<file path="config.mk">
export PLATFORM = sky130hd
export DESIGN_NAME = fifo_ctrl
export DESIGN_NICKNAME = d
export VERILOG_FILES = /design/src/rtl/fifo_pkg.sv /design/src/rtl/fifo_ptr.sv /design/src/rtl/fifo_ctrl.sv
export SDC_FILE = /design/constraint.sdc
export NUM_CORES = 1
export LEC_CHECK = 0
export ABC_AREA = 1
export BUFFER_PORTS_ARGS = -buffer_cell sky130_fd_sc_hd__buf_4
export CELL_PAD_IN_SITES_DETAIL_PLACEMENT = 0
export CELL_PAD_IN_SITES_GLOBAL_PLACEMENT = 1
export CORE_UTILIZATION = 38
export DETAILED_ROUTE_END_ITERATION = 16
export GPL_TIMING_DRIVEN = 1
export PLACE_DENSITY = 0.89
export SLEW_MARGIN = 30
export SYNTH_ARGS = -nofsm -noshare
export SYNTH_HDL_FRONTEND = slang
export SYNTH_SLANG_ARGS = --single-unit
</file>
<file path="constraint.sdc">
create_clock -name clk -period 2.5 [get_ports clk]
set_input_delay 0.25 -clock clk [delete_from_list [all_inputs] [get_ports clk]]
set_output_delay 0.25 -clock clk [all_outputs]
set_load 0.01 [all_outputs]
</file>
<file path="src/rtl/fifo_pkg.sv">
// Shared constants and types for the FIFO controller that sequences the team's dual-port RAM.
package fifo_pkg;

  localparam int unsigned ADDR_W = 8;
  localparam int unsigned DEPTH  = 2 ** ADDR_W;
  localparam int unsigned DATA_W = 8;

  // Sticky error flags; cleared only by reset.
  typedef struct packed {
    logic overflow;
    logic underflow;
  } err_flags_t;

endpackage

</file>
<file path="src/rtl/fifo_ptr.sv">
// Wrapping RAM address pointer: advances by one on en_i, wrapping from DEPTH-1 to 0.
module fifo_ptr #(
  parameter int unsigned ADDR_W = fifo_pkg::ADDR_W,
  parameter int unsigned DEPTH  = fifo_pkg::DEPTH
) (
  input  logic              clk,
  input  logic              rst_n,
  input  logic              en_i,
  output logic [ADDR_W-1:0] ptr_o
);

  logic [ADDR_W-1:0] ptr_q;
  logic [ADDR_W-1:0] ptr_d;

  // Explicit wrap so DEPTH need not be a power of two.
  always_comb begin
    ptr_d = ptr_q;
    if (en_i) begin
      ptr_d = (ptr_q == ADDR_W'(DEPTH - 1)) ? '0 : ptr_q + ADDR_W'(1);
    end
  end

  always_ff @(posedge clk) begin
    if (!rst_n) begin
      ptr_q <= '0;
    end else begin
      ptr_q <= ptr_d;
    end
  end

  assign ptr_o = ptr_q;

endmodule

</file>
<file path="src/rtl/fifo_ctrl.sv">
// FIFO controller: pointers, occupancy and flags for an external dual-port RAM with
// one-cycle read latency. Holds no storage of its own.
module fifo_ctrl #(
  parameter int unsigned ADDR_W = fifo_pkg::ADDR_W,
  parameter int unsigned DEPTH  = fifo_pkg::DEPTH
) (
  input  logic              clk,
  input  logic              rst_n,
  input  logic              push,
  input  logic              pop,
  output logic              write_en,
  output logic [ADDR_W-1:0] write_addr,
  output logic              read_en,
  output logic [ADDR_W-1:0] read_addr,
  output logic              rd_valid,
  output logic              full,
  output logic              empty,
  output logic [ADDR_W:0]   count,
  output logic              overflow,
  output logic              underflow
);

  import fifo_pkg::*;

  logic [ADDR_W:0] count_q;
  logic [ADDR_W:0] count_d;
  logic            rd_valid_q;
  logic            rd_valid_d;
  err_flags_t      err_q;
  err_flags_t      err_d;

  // Flags come from registered occupancy only; enables gate the raw requests.
  assign full     = (count_q == (ADDR_W + 1)'(DEPTH));
  assign empty    = (count_q == '0);
  assign write_en = push & ~full;
  assign read_en  = pop & ~empty;

  fifo_ptr #(.ADDR_W(ADDR_W), .DEPTH(DEPTH)) u_wr_ptr (
    .clk   (clk),
    .rst_n (rst_n),
    .en_i  (write_en),
    .ptr_o (write_addr)
  );

  fifo_ptr #(.ADDR_W(ADDR_W), .DEPTH(DEPTH)) u_rd_ptr (
    .clk   (clk),
    .rst_n (rst_n),
    .en_i  (read_en),
    .ptr_o (read_addr)
  );

  always_comb begin
    count_d    = count_q;
    rd_valid_d = read_en;
    err_d      = err_q;
    unique case ({write_en, read_en})
      2'b10:   count_d = count_q + (ADDR_W + 1)'(1);
      2'b01:   count_d = count_q - (ADDR_W + 1)'(1);
      default: count_d = count_q;
    endcase
    if (push & full) begin
      err_d.overflow = 1'b1;
    end
    if (pop & empty) begin
      err_d.underflow = 1'b1;
    end
  end

  always_ff @(posedge clk) begin
    if (!rst_n) begin
      count_q    <= '0;
      rd_valid_q <= 1'b0;
      err_q      <= '0;
    end else begin
      count_q    <= count_d;
      rd_valid_q <= rd_valid_d;
      err_q      <= err_d;
    end
  end

  assign count     = count_q;
  assign rd_valid  = rd_valid_q;
  assign overflow  = err_q.overflow;
  assign underflow = err_q.underflow;

endmodule

</file>
==> results_dict.tcl <==
set metrics [dict create \
    status "completed" \
    io_buffers 35 \
    avgSynthCellArea_sq_um 6.425 \
    yosys-top-cells-count "nand2_1, nor2_1, inv_1" \
    first_pass_iters 7 \
    yosysMostFrequentCell "nand2_1" \
    detailedRoute.firstIterationViolations 78 \
    numCtsBuffers 3 \
    synth_seq_cells 28 \
    final_area_sq_um 2240 \
    crit_arrival_ns 2.45 \
    core_sq_um 4474 \
    vias_per_cell 4.824 \
    clk_latency_ns 0.28 \
    peakVddDrop_v 0.0004779 \
    grt_first_pass_wirelength_mm 6.865 \
    drc 0 \
    post_dp_cell_area_sq_um 2153 \
    antenna_left 0 \
    grt_pass1_vias 1538 \
    path_class "flop to flop" \
    ys.flop_type "dfxtp_1" \
    syn_nets 296 \
    startpoint "count[5]$_SDFFE_PN0P_" \
    synth_top_cell_by_area "dfxtp_1" \
    wl_per_cell_um 10.80 \
    cts_max_path_buffers 2 \
    synth_cell_types 27 \
    endpoint_kind "flop" \
    grt_overflow 0 \
    syn_inst 281 \
    vias 1804 \
    finalSetupViolCount 0 \
    multi_input_area_sq_um 1077 \
    drive_gt1_frac 0.1863 \
    hold_viol_final 0 \
    syn-cell-area_sq_um 1805 \
    finalMaxSlewViolations 0 \
    cap_violations 0 \
    cts_sinks 28 \
    gp_congestion 0.8353 \
    dieArea_sq_um 5031 \
    startpoint_type "flop" \
    reg2reg_from "count[5]$_SDFFE_PN0P_" \
    dp_hpwl_mm 3.049 \
    relSlewSlack 0.6216 \
    dp_cells 370 \
    fin_skew_ns 0.003582 \
    initial_utilization 0.4035 \
    clk_pin_slew_worst_paths_ns 0.10 \
    p_leak_nw 1.118 \
    dieHeight_um 70.93 \
    ff_latch_area_sq_um 560.5 \
    cts_tree "built" \
    hold_path_class "primary input to flop" \
    synthArstFlopShare 0 \
    finalNetCount 338 \
    grt_usage 0.1686 \
    yosys-top-cells-area "dfxtp_1, nand2_1, nor2_1" \
    cp_data_required_time_ns 2.68 \
    grt_max_degree 20 \
    die_w_um 70.93 \
    num_rows 24 \
    stdcell_count 374 \
    synthToLayoutAreaGrowth_pct 24.05 \
    synth_edf_count 0 \
    h-tree-depth 1 \
    n_fill_cell 460 \
    synth_top_area_frac 0.3105 \
    yosysWarnings 0 \
    fmaxAchievable_mhz 441.5 \
    cts_root_buffer "clkbuf_8" \
    yosysSeqAreaShare 0.3105 \
    grt_setup_unrepaired "no" \
    tns_ns 0 \
    antenna_found_initial 0 \
    fin_crit_ns 2.265 \
    period_share 0.9059 \
    wirelength_mm 4.040 \
    ios 36 \
    hold_path.startpoint "rst_n" \
    powerDensity_nw_per_um2 989.0 \
    antenna-diode-count 0 \
    worst_pin_slew_ns 0.5641 \
    crit_fanout 9 \
]
## critical path, cell delays in order (launching register included)
cell and delay (ns):
dfxtp_1 0.36, nor2_1 0.10, nand2_1 0.09, nor2_4 0.16, nand2_4 0.11, nand2_4 0.08, inv_2 0.04, ha_4 0.20
ha_1 0.32, or2_2 0.32, nand3_1 0.11, nand2_1 0.06, nand2_1 0.06, nand3_1 0.06, nand2_1 0.07, inv_1 0.03
## sequential cells by signal (all words and copies together), names as in the netlist
| name | flops |
|---|---|
| overflow | 1 |
| u_wr_ptr.ptr_o | 8 |
| count | 9 |
| rd_valid | 1 |
| u_rd_ptr.ptr_o | 8 |
| underflow | 1 |
## per-layer routing
| metal | global-route usage | vias up | wire length, um |
|---|---|---|---|
| li1 | - | 974 | - |
| met1 | 0.2285 | 793 | 2010 |
| met2 | 0.2788 | 35 | 1847 |
| met3 | 0.03704 | 2 | 166 |
| met4 | 0.03111 | 0 | 16 |
| met5 | 0 | - | 0 |
## stage by stage
step / utilization / power (W) / worst slack, ns / hold slack [ns]
floorplan: - / 0.001435 / 0.1435 / 0.4740
global placement: 0.4813 / 0.001843 / 0.07132 / 0.4395
detailed placement: 0.4813 / 0.001847 / 0.04620 / 0.4457
CTS: 0.4972 / 0.002209 / 0.02561 / 0.2634
global route: 0.5006 / 0.002422 / 0.04643 / 0.2756
finish: 0.5006 / 0.002215 / 0.2352 / 0.2717
## what timing repair did
action                     in CTS  in global routing
buffers inserted                0                  0
setup endpoints to repair       0                  6
gates resized for setup         0                  3
hold buffers                    0                  0
## area by class of cell
class	count	share of cell area
clock inverters	1	0.01341
well taps	52	0.02905
repair buffers	42	0.1408
multi-input cells	208	0.4810
clock buffers	3	0.01844
inverters	40	0.06704
flip-flops and latches	28	0.2503
## cell usage in the layout, fill, tap and decap left out, drive strengths merged
cell    netlist  layout
o211ai        1       1
or2           3       3
nand3b        2       2
clkbuf        2       3
xor2          1       1
nand3        22      22
clkinv        1       1
inv          39      39
o21ai         9       9
nand2        83      83
fa            1       1
nor2         42      42
nand4        11      11
a21oi        19      19
nor3          2       2
dfxtp        28      28
bufinv        0       1
buf           3      42
xnor2         2       2
ha           10      10
## worst paths after layout
path / to / slack (ns) / cells after the start
setup reg to reg: count[7]$_SDFFE_PN0P_ / 0.24 / 15
hold reg to reg: underflow$_SDFFE_PN0P_ / 0.46 / 2
hold / removal: u_wr_ptr.ptr_o[1]$_SDFFE_PN0P_ / 0.27 / 3
setup / recovery: count[7]$_SDFFE_PN0P_ / 0.24 / 15
## kinds of logic after synthesis
logic type,after synthesis,share of synthesized area
XOR/XNOR,3,0.01456
flip-flops,28,0.3105
AND/OR/NAND/NOR,165,0.4116
buffers and inverters,45,0.1012
adder cells (fa/ha/maj),11,0.08039
AO/OA/AOI/OAI,29,0.08177
## report_power, final
| part | switching, W | internal [W] | total, W |
|---|---|---|---|
| Sequential | 0.0000986 | 0.000545 | 0.000644 |
| Clock | 0.000147 | 0.000214 | 0.000361 |
| Combinational | 0.000686 | 0.000524 | 0.00121 |
Note: power is estimated with default switching activity, not from simulation.
